==> src/rtl/spi_signal_bank.sv <==
// spi_signal_bank: SPI frame receiver feeding the signal generators.
// Shifts NUM_CH*DATA_W bits from the MCU (MSB first, framed by load) into a
// shadow register, then commits the whole frame to signal_data in one cycle
// when load falls after exactly the right number of sck rises. Short or long
// frames raise a one-cycle frame_err and leave the outputs untouched.
module spi_signal_bank #(
    parameter int NUM_CH = 6,
    parameter int DATA_W = 8,
    parameter int CNT_W  = 16
) (
    input  logic                     clk,
    input  logic                     reset,
    input  logic                     sck,
    input  logic                     sdi,
    input  logic                     load,
    output logic [NUM_CH*DATA_W-1:0] signal_data,
    output logic                     frame_valid,
    output logic                     frame_err,
    output logic                     busy,
    output logic [CNT_W-1:0]         frame_count
);

    localparam int TOTAL     = NUM_CH * DATA_W;
    localparam int BIT_CNT_W = $clog2(TOTAL + 2);
    localparam logic [BIT_CNT_W-1:0] FULL_CNT = BIT_CNT_W'(TOTAL);
    localparam logic [BIT_CNT_W-1:0] SAT_CNT  = BIT_CNT_W'(TOTAL + 1);

    typedef enum logic {
        IDLE,
        RECV
    } state_t;

    state_t state;
    state_t stateNext;

    logic sckS1, sckS2, sckH;
    logic sdiS1, sdiS2, sdiH;
    logic loadS1, loadS2, loadH;

    logic sckRise;
    logic loadRise;
    logic loadFall;

    logic [1:0] settleCnt;
    logic       settled;
    logic       armed;

    logic [TOTAL-1:0]     shiftReg;
    logic [BIT_CNT_W-1:0] bitCnt;

    logic clearFrame;
    logic shiftEn;
    logic commit;
    logic reject;

    // Two-flop synchronizers plus one history flop for edge detection.
    always_ff @(posedge clk) begin
        if (reset) begin
            sckS1  <= 1'b0;
            sckS2  <= 1'b0;
            sckH   <= 1'b0;
            sdiS1  <= 1'b0;
            sdiS2  <= 1'b0;
            sdiH   <= 1'b0;
            loadS1 <= 1'b0;
            loadS2 <= 1'b0;
            loadH  <= 1'b0;
        end else begin
            sckS1  <= sck;
            sckS2  <= sckS1;
            sckH   <= sckS2;
            sdiS1  <= sdi;
            sdiS2  <= sdiS1;
            sdiH   <= sdiS2;
            loadS1 <= load;
            loadS2 <= loadS1;
            loadH  <= loadS2;
        end
    end

    assign sckRise  = sckS2 & ~sckH;
    assign loadRise = loadS2 & ~loadH;
    assign loadFall = ~loadS2 & loadH;
    assign busy     = loadS2;

    // Frame starts are armed only once the synchronized load has been seen
    // low after reset; a load still held high across reset would otherwise
    // look like a fresh rise and end in a spurious frame_err.
    always_ff @(posedge clk) begin
        if (reset) begin
            settleCnt <= '0;
            armed     <= 1'b0;
        end else begin
            if (!settled) begin
                settleCnt <= settleCnt + 2'd1;
            end
            if (settled && !loadS2) begin
                armed <= 1'b1;
            end
        end
    end

    assign settled = (settleCnt == 2'd2);

    // FSM state register.
    always_ff @(posedge clk) begin
        if (reset) begin
            state <= IDLE;
        end else begin
            state <= stateNext;
        end
    end

    // Next-state and datapath strobes; an sck rise on the load-fall cycle is dropped.
    always_comb begin
        stateNext  = state;
        clearFrame = 1'b0;
        shiftEn    = 1'b0;
        commit     = 1'b0;
        reject     = 1'b0;
        case (state)
            IDLE: begin
                if (loadRise && armed) begin
                    stateNext  = RECV;
                    clearFrame = 1'b1;
                end
            end
            RECV: begin
                if (loadFall) begin
                    stateNext = IDLE;
                    if (bitCnt == FULL_CNT) begin
                        commit = 1'b1;
                    end else begin
                        reject = 1'b1;
                    end
                end else if (sckRise) begin
                    shiftEn = 1'b1;
                end
            end
            default: begin
                stateNext = IDLE;
            end
        endcase
    end

    // Shift register, saturating bit counter, atomic commit and status pulses.
    always_ff @(posedge clk) begin
        if (reset) begin
            shiftReg    <= '0;
            bitCnt      <= '0;
            signal_data <= '0;
            frame_valid <= 1'b0;
            frame_err   <= 1'b0;
            frame_count <= '0;
        end else begin
            frame_valid <= commit;
            frame_err   <= reject;
            if (clearFrame) begin
                shiftReg <= '0;
                bitCnt   <= '0;
            end else if (shiftEn) begin
                shiftReg <= {shiftReg[TOTAL-2:0], sdiS2};
                if (bitCnt != SAT_CNT) begin
                    bitCnt <= bitCnt + BIT_CNT_W'(1);
                end
            end
            if (commit) begin
                signal_data <= shiftReg;
                frame_count <= frame_count + CNT_W'(1);
            end
        end
    end

endmodule

==> config.mk <==
export PLATFORM = sky130hd
export DESIGN_NAME = spi_signal_bank
export DESIGN_NICKNAME = d
export VERILOG_FILES = /design/src/rtl/spi_signal_bank.sv
export SDC_FILE = /design/constraint.sdc
export NUM_CORES = 1
export LEC_CHECK = 0
export CAP_MARGIN = 40
export CORE_MARGIN = 2
export CORE_UTILIZATION = 48
export CTS_CLUSTER_SIZE = 25
export DETAILED_ROUTE_END_ITERATION = 7
export PLACE_DENSITY = 0.75
export SYNTH_ARGS = -nofsm -noshare
export SYNTH_HDL_FRONTEND = slang
export SYNTH_SLANG_ARGS = --single-unit
==> constraint.sdc <==
create_clock -name clk -period 1.8 [get_ports clk]
set_input_delay 0.27 -clock clk [delete_from_list [all_inputs] [get_ports clk]]
set_output_delay 0.27 -clock clk [all_outputs]
set_load 0.05 [all_outputs]
## Yosys cells after proc, flatten, opt, wreduce, memory -nomap -nowiden

Cells that the tools add are included.

| word-level totals | value |
|---|---|
| register bits after elaboration | 132 |
| memory bits (writable) | 0 |
| memories | 0 |
| memory bits (read-only) | 0 |
| word-level logic and storage cells | 48 |
| latch bits | 0 |

| operators by class | value |
|---|---|
| magnitude comparators | 0 |
| multiply operators | 0 |
| equality and inequality tests | 3 |
| add/sub/neg operators | 3 |
| bitwise logic cells | 8 |
| shift-type cells | 0 |
| multiplexer cells | 11 |
| divide/modulo/power cells | 0 |
| reduce and logical (&&, ||, !) cells | 6 |

Operator list:

| kind | number |
|---|---|
| $add A16 B1 Y16 const B | 1 |
| $mux W1 | 10 |
| $add A6 B1 Y6 const B | 1 |
| $eq A6 B6 Y1 const B | 1 |
| $ne A6 B6 Y1 const B | 1 |
| $not A1 Y1 | 5 |
| $and A1 B1 Y1 | 3 |
| $reduce_or A3 Y1 | 1 |
| $add A2 B1 Y2 const B | 1 |
| $eq A2 B2 Y1 const B | 1 |
| $logic_and A1 B1 Y1 | 2 |
| $pmux W1 S2 | 1 |
| $reduce_and A2 Y1 | 1 |
| $reduce_or A2 Y1 | 1 |
| $logic_not A1 Y1 | 1 |

## Logic depth before layout (Yosys ltp)

Gate-level depths: netlist of the first run.

| logic depth | value |
|---|---|
| depth in word-level cells | 6 |
| mapped depth | 7 |
| gate-level depth less buffers | 6 |

## Worst setup path after synthesis of the first run

OpenSTA, ideal clock, no wires.

| timing | value |
|---|---|
| kind | register to register |
| from | register frame_count[2] |
| to | register frame_count[13] |
| required time | 1730 ps |
| stages on the path, launching flop included | 6 |
| slack | -334 ps |
| buffers on the path | 1 |
| arrival time | 2063 ps |
| library setup time | 70 ps |
| clock period less this slack | 2134 ps |
| cell sequence | dfxtp_1 -> and4_1 -> or4b_1 -> buf_2 -> or4_1 -> a21oi_1 |

| between the ends | value |
|---|---|
| cells in the longest elaborated chain, start to end | 1 |

RTL lines:

| element | line | text |
|---|---|---|
| from (decl) | 20 | `output logic [CNT_W-1:0] frame_count` |
| from (signal assigned) | 169 | `frame_count <= frame_count + CNT_W'(1);` |
| $add A16 B1 Y16 | 169 |  |

Every way passes these cells.
A chain may end at the register's enable or synchronous reset.

## Worst setup path in the final report of the first run

| timing | value |
|---|---|
| from | register bitCnt[1] |
| to | register frame_count[13] |

| between the ends | value |
|---|---|
| cells in the longest elaborated chain, start to end | 4 |

RTL lines:

| element | line | text |
|---|---|---|
| from (decl) | 49 | `logic [BIT_CNT_W-1:0] bitCnt;` |
| from (signal assigned) | 164 | `bitCnt <= bitCnt + BIT_CNT_W'(1);` |
| $eq A6 B6 Y1 | 131 | `if (bitCnt == FULL_CNT) begin` |
| $mux W1 | 131 |  |
| $mux W1 | 129 | `if (loadFall) begin` |
| $mux W1 | 121 | `case (state)` |

Every way passes these cells.

==> out/results.ini, run 1 <==
[timing]
fin_crit_ns=1.83
slew_viol_final=0
fmax_ghz=0.546
setup_viol=1
fin_setup_tns_ns=-0.0309
rsz0062_at_grt=true
max_slew.worst_pin.slew_ns=0.530
finalClockSkew_ns=0.00857
relSlewSlack_pct=64.8
finalHoldViolCount=0
finalCritPeriodShare_pct=102
setup_ws_ns=-0.0309

[synthesis]
ys_types=34
synth_compound_area_share_pct=12.8
syn_area_um2=4800
synthTopCellsByCount=nand2_1, dfxtp_1, a21oi_1, clkbuf_1, nor2_1
synth_top_cell_area_share_pct=55.1
synth_top_family_by_area=simple AND/OR/NAND/NOR gates
yosys_warnings=0
synthTopCellsByArea=dfxtp_1, nand2_1, a21oi_1
synth-edff-count=0
synthSimpleGateAreaFrac_pct=25.0
synth-main-ff-cell=dfxtp_1
syn_area_per_cell_um2=8.17
synth_nets=597
synth_area_leader_cell=dfxtp_1
synth-seq-cells=132
seq_area_frac_synth_pct=55.1
synth_mux_area_share_pct=0.209
synth_xor_xnor_area_share_pct=2.19
synthCells=587
synth_fa_ha_area_share_pct=1.30
synth_async_sr_flop_share_pct=0
yosys.cell_count.top_type=nand2_1

[clock_tree]
clock_latency_ns=0.51
cts_tree=yes
cts_sinks=132
root_buffer=clkbuf_8
numCtsBuffers=17
cts_hold_buf=0
clk_pin_slew_worst_paths_ns=0.06
clk_path_buf_depth=2
htreeDepth=4

[power_and_ir_drop]
p_switching_uw=1440
power_density_nw_per_um2=1020
peakVddDrop_mv=0.572
swShare_pct=22.3
leakage_uw=0.00245
p_int_uw=5010
p_clk_share_pct=50.8
p_seq_share_pct=46.2
p_comb_share_pct=3.0

[layout]
final_nets=675
drive_gt1_share_pct=13.4
post-route-util_pct=65.2
fillerInstances=815
diodes=0
area_growth_pct=32.2

[placed_design]
dp_hpwl_mm=6.62
port_buffers=71
gp_congestion=0.810
place_ws_ns=-0.0670

[setup_path]
required_ns=2.25
worstPathCellList=inv_2 -> ha_4 -> nand4b_1 -> or4b_4 -> or4_1 -> a21oi_1
end_kind=flop
path_buf_inv=1
critPathMaxStageDelay_ns=0.58
slowest_stage=or4b_4
cp.arrival_ns=2.28
path_max_fanout=6
start_kind=flop
path_class=reg -> reg
cpLargestDelayFamily=simple AND/OR/NAND/NOR gates

[job]
max-cap-violations=0

[floorplan]
initial_core_util_pct=49.3
die_h_um=104
core-area_um2=9730
die_area_um2=10800
rows=36
io_pins=72
die_width_um=104

[global_route]
grt_pass1_vias=3955
grt_pass1_wl_mm=17.8
overflow=0
grt_util_all_layers_pct=20.0
antenna_found_initial=0
grt_max_degree=78

[detailed_routing]
vias=4144
first_iter_violations=243
avgRoutedWirePerCell_um=13.1
vias_per_cell=5.11
firstDrtPassIters=4
antenna_left=0
drc=0
wl_mm=10.6

[status]
status=complete, but fails checks
violations=setup timing

[worst_hold_path]
hp-class=in -> reg

## cell families after synthesis
logic type                 Yosys count
adders and majority gates            5
buffers and inverters               42
xor gates and xnor gates            12
and+or+nand+nor                    275
AOI/OAI and AO/OA                  120
DFF                                132
muxes                                1
## final cells by class
| type | instances | area (um2) | share of cell area (%) |
|---|---|---|---|
| Sequential cell | 132 | 2660 | 41.9 |
| Multi-Input combinational cell | 413 | 2060 | 32.5 |
| Timing Repair Buffer | 95 | 860 | 13.6 |
| Clock buffer | 18 | 418 | 6.59 |
| Tap cell | 133 | 166 | 2.62 |
| Clock inverter | 14 | 153 | 2.41 |
| Inverter | 6 | 22.5 | 0.355 |
## routing by layer
layer	vias up	share of wire [%]	GRT usage, %
met5	-	0	0
met4	0	1.8	8.59
met2	93	50	33.6
li1	2092	-	-
met1	1944	45	24.1
met3	15	4.0	5.45
## final timing paths
check	from	end	slack [ns]	cells past startpoint
worst min register to register	sdiS1	sdiS2	0.44	1
worst max-delay path	bitCnt[1]	frame_count[13]	-0.03	6
worst min-delay path	reset	frame_err	0.23	3
worst max register to register	bitCnt[1]	frame_count[13]	-0.03	6
## power by group through the flow
| stage | Clock, uW | Combinational (uW) | Sequential [uW] |
|---|---|---|---|
| global route | 3450 | 216 | 2980 |
| detailed placement | 0 | 191 | 3040 |
| CTS | 3320 | 192 | 2980 |
| floorplan | 0 | 135 | 3040 |
| global placement | 0 | 181 | 3040 |
| finish | 3280 | 193 | 2980 |
## repair_timing
action	CTS	global route
pin swaps	1	2
setup buffers	0	3
endpoints found under the setup margin	63	8
resized for setup	62	8
## metrics by stage
step / hold slack (ns) / area (um2) / power, uW / cells
final: 0.226 / 6340 / 6450 / 811
after global routing: 0.224 / 6340 / 6650 / 811
after CTS: 0.212 / 6280 / 6490 / 808
after detailed placement: 0.427 / 5780 / 3230 / 776
after global placement: 0.419 / 5780 / 3220 / 776
after floorplan: 0.398 / 4830 / 3180 / 587
## placed cells by master, fill, tap and decap left out, drive strengths merged, types with 3 or more instances in the layout
cell / Yosys / final
nand2: 204 / 204
dfxtp: 132 / 132
a21oi: 109 / 109
dlygate4sd2: 0 / 58
buf: 5 / 33
nor2: 22 / 22
clkbuf: 31 / 18
nor2b: 9 / 9
inv: 6 / 9
nand3: 7 / 7
xnor2: 7 / 7
o21ai: 6 / 6
xor2: 5 / 5
ha: 5 / 5
clkinv: 0 / 5
nand4: 4 / 4
or3: 4 / 4
clkinvlp: 0 / 4
and4: 3 / 3
nand3b: 3 / 3
clkdlybuf4s50: 0 / 3
nor4: 3 / 3
## tightest hold or removal path: stages
cell,delay [ns]
buf_2,0.11
inv_1,0.10
and4_1,0.20
## flip-flops by register name (all words and copies together), names as in the netlist, 2 cells and up
register	count
bitCnt	6
frame_count	16
settleCnt	2
shiftReg	48
signal_data	48
Note: power is estimated with default switching activity, not from simulation.
==> run 2: changes to the inputs <==
--- a/config.mk
+++ b/config.mk
@@ -6,11 +6,12 @@
 export NUM_CORES = 1
 export LEC_CHECK = 0
 export CAP_MARGIN = 40
-export CORE_MARGIN = 2
-export CORE_UTILIZATION = 48
+export CORE_MARGIN = 5
+export CORE_UTILIZATION = 56
 export CTS_CLUSTER_SIZE = 25
 export DETAILED_ROUTE_END_ITERATION = 7
-export PLACE_DENSITY = 0.75
+export DONT_BUFFER_PORTS = 1
+export PLACE_DENSITY = 0.74
 export SYNTH_ARGS = -nofsm -noshare
 export SYNTH_HDL_FRONTEND = slang
 export SYNTH_SLANG_ARGS = --single-unit
==> run 2 against run 1 <==
Net effect:
- the flow finishes with violations (hold timing, setup timing)
- non-clock buffer count fell by 41
- die area is 2.7% lower
- critical path depth did not move
- via count down 3.4%
- critical endpoint unchanged
- largest power group unchanged
==> out/results.ini, run 2 (synthesized netlist as in run 1, its figures left out) <==
[global_route]
grt_max_degree=79
grt_pass1_vias=3739
antenna_found_initial=0
grt_pass1_wl_mm=17.1
overflow=0
grt_util_all_layers_pct=20.6

[timing]
rsz0062_at_grt=true
max_slew.worst_pin.slew_ns=0.550
relSlewSlack_pct=63.3
finalHoldViolCount=63
holdWs_ns=-0.163
fin_setup_tns_ns=-0.136
finalClockSkew_ns=0.00997
setup_ws_ns=-0.118
fin_crit_ns=1.92
finalCritPeriodShare_pct=107
slew_viol_final=0
fmax_ghz=0.521
setup_viol=3

[floorplan]
rows=33
io_pins=72
core-area_um2=8300
die_width_um=103
initial_core_util_pct=57.8
die_area_um2=10500
die_h_um=103

[clock_tree]
htreeDepth=4
clk_path_buf_depth=2
cts_hold_buf=12
clock_latency_ns=0.50
root_buffer=clkbuf_8
cts_tree=yes
clk_pin_slew_worst_paths_ns=0.06
cts_sinks=132
numCtsBuffers=17

[job]
max-cap-violations=0

[power_and_ir_drop]
p_clk_share_pct=50.8
p_comb_share_pct=3.3
p_seq_share_pct=46.0
p_int_uw=5110
power_density_nw_per_um2=1090
peakVddDrop_mv=0.705
leakage_uw=0.00209
p_switching_uw=1370
swShare_pct=21.2

[detailed_routing]
first_iter_violations=152
vias=4004
avgRoutedWirePerCell_um=14.4
maxUsedRoutingLayer=met4
met3WireLength_um=674
wl_mm=10.7
drc=0
firstDrtPassIters=4
antenna_left=0
vias_per_cell=5.39
wl_met1_mm=4.54
route.met2.wl_mm=5.26

[layout]
top_regs=shiftReg (48), signal_data (48), frame_count (16)
fillerInstances=613
diodes=0
register_area_um2=2660
final_cell_mix=nand2_1, dfxtp_1, a21oi_1
multi_input_area_um2=2080
final_nets=635
mostFrequentLayoutCell=nand2_1
final_area_um2=5960
drive_gt1_share_pct=16.3
post-route-util_pct=71.8
area_growth_pct=24.2

[placed_design]
place_area_um2=5200
port_buffers=0
gp_congestion=0.836
dp_hpwl_mm=6.31

[worst_hold_path]
hp-class=in -> reg

[setup_path]
end_kind=flop
cp.arrival_ns=2.36
start_kind=flop
path_class=reg -> reg
required_ns=2.24
path_max_fanout=5

[status]
status=complete, but fails checks
violations=hold timing, setup timing

==> run 2: cell types whose count changed in the layout (fill, tap and decap cells not counted), moves of 3 or more <==
cell,change
dlygate4sd3_1,+12
dlygate4sd2_1,-58
buf_4,+12
clkdlybuf4s50_1,-3
==> run 2: layer usage <==
layer | vias up | GRT usage (%)
met5 | - | 0
met4 | 0 | 9.28
met3 | 19 | 6.29
met2 | 106 | 34.5
met1 | 1865 | 24.3
li1 | 2014 | -
==> run 2: power groups by stage <==
| stage | clock (uW) | combinational (uW) | sequential, uW |
|---|---|---|---|
| global placement | 0 | 141 | 3040 |
| finish | 3290 | 211 | 2980 |
| CTS | 3330 | 210 | 2980 |
| detailed placement | 0 | 147 | 3040 |
| floorplan | 0 | 135 | 3040 |
| global route | 3500 | 242 | 2980 |
==> run 2: worst paths after layout <==
check	depth (start not counted)	endpoint	from	slack [ns]
setup reg to reg	6	frame_count[13]	bitCnt[1]	-0.12
hold / removal	1	signal_data[7]	reset	-0.16
setup / recovery	6	frame_count[13]	bitCnt[1]	-0.12
hold reg to reg	2	shiftReg[0]	sdiS2	0.45
==> run 2: timing repair <==
item / CTS / global route
pin swaps: 1 / 0
setup buffers: 0 / 2
endpoints found under the hold margin: 75 / 63
endpoints found under the setup margin: 6 / 55
cloned: 0 / 1
resized for setup: 2 / 12
==> run 2: cell type report <==
type,instances,area share [%]
Tap cell,105,2.20
Inverter,6,0.378
Clock inverter,12,2.14
Clock buffer,20,7.48
Timing Repair Buffer,54,8.27
Multi-Input combinational cell,414,34.9
Sequential cell,132,44.6
==> run 2: worst max-delay path, stage by stage, from the launching register on <==
cell and delay [ns]:
dfxtp_2 0.32, inv_2 0.07, ha_4 0.14, nand4b_1 0.16, or4b_4 0.59, or4_4 0.44
a21oi_2 0.14
==> run 2: through the flow <==
step | instances | total power (uW) | setup slack, ns | hold WS, ns
2_1_floorplan | 587 | 3180 | -0.101 | 0.398
3_3_place_gp | 695 | 3180 | -0.0739 | 0.343
3_5_place_dp | 696 | 3190 | -0.127 | 0.344
4_1_cts | 740 | 6520 | -0.0451 | -0.188
5_1_grt | 743 | 6720 | -0.160 | -0.195
6_report | 743 | 6480 | -0.118 | -0.163
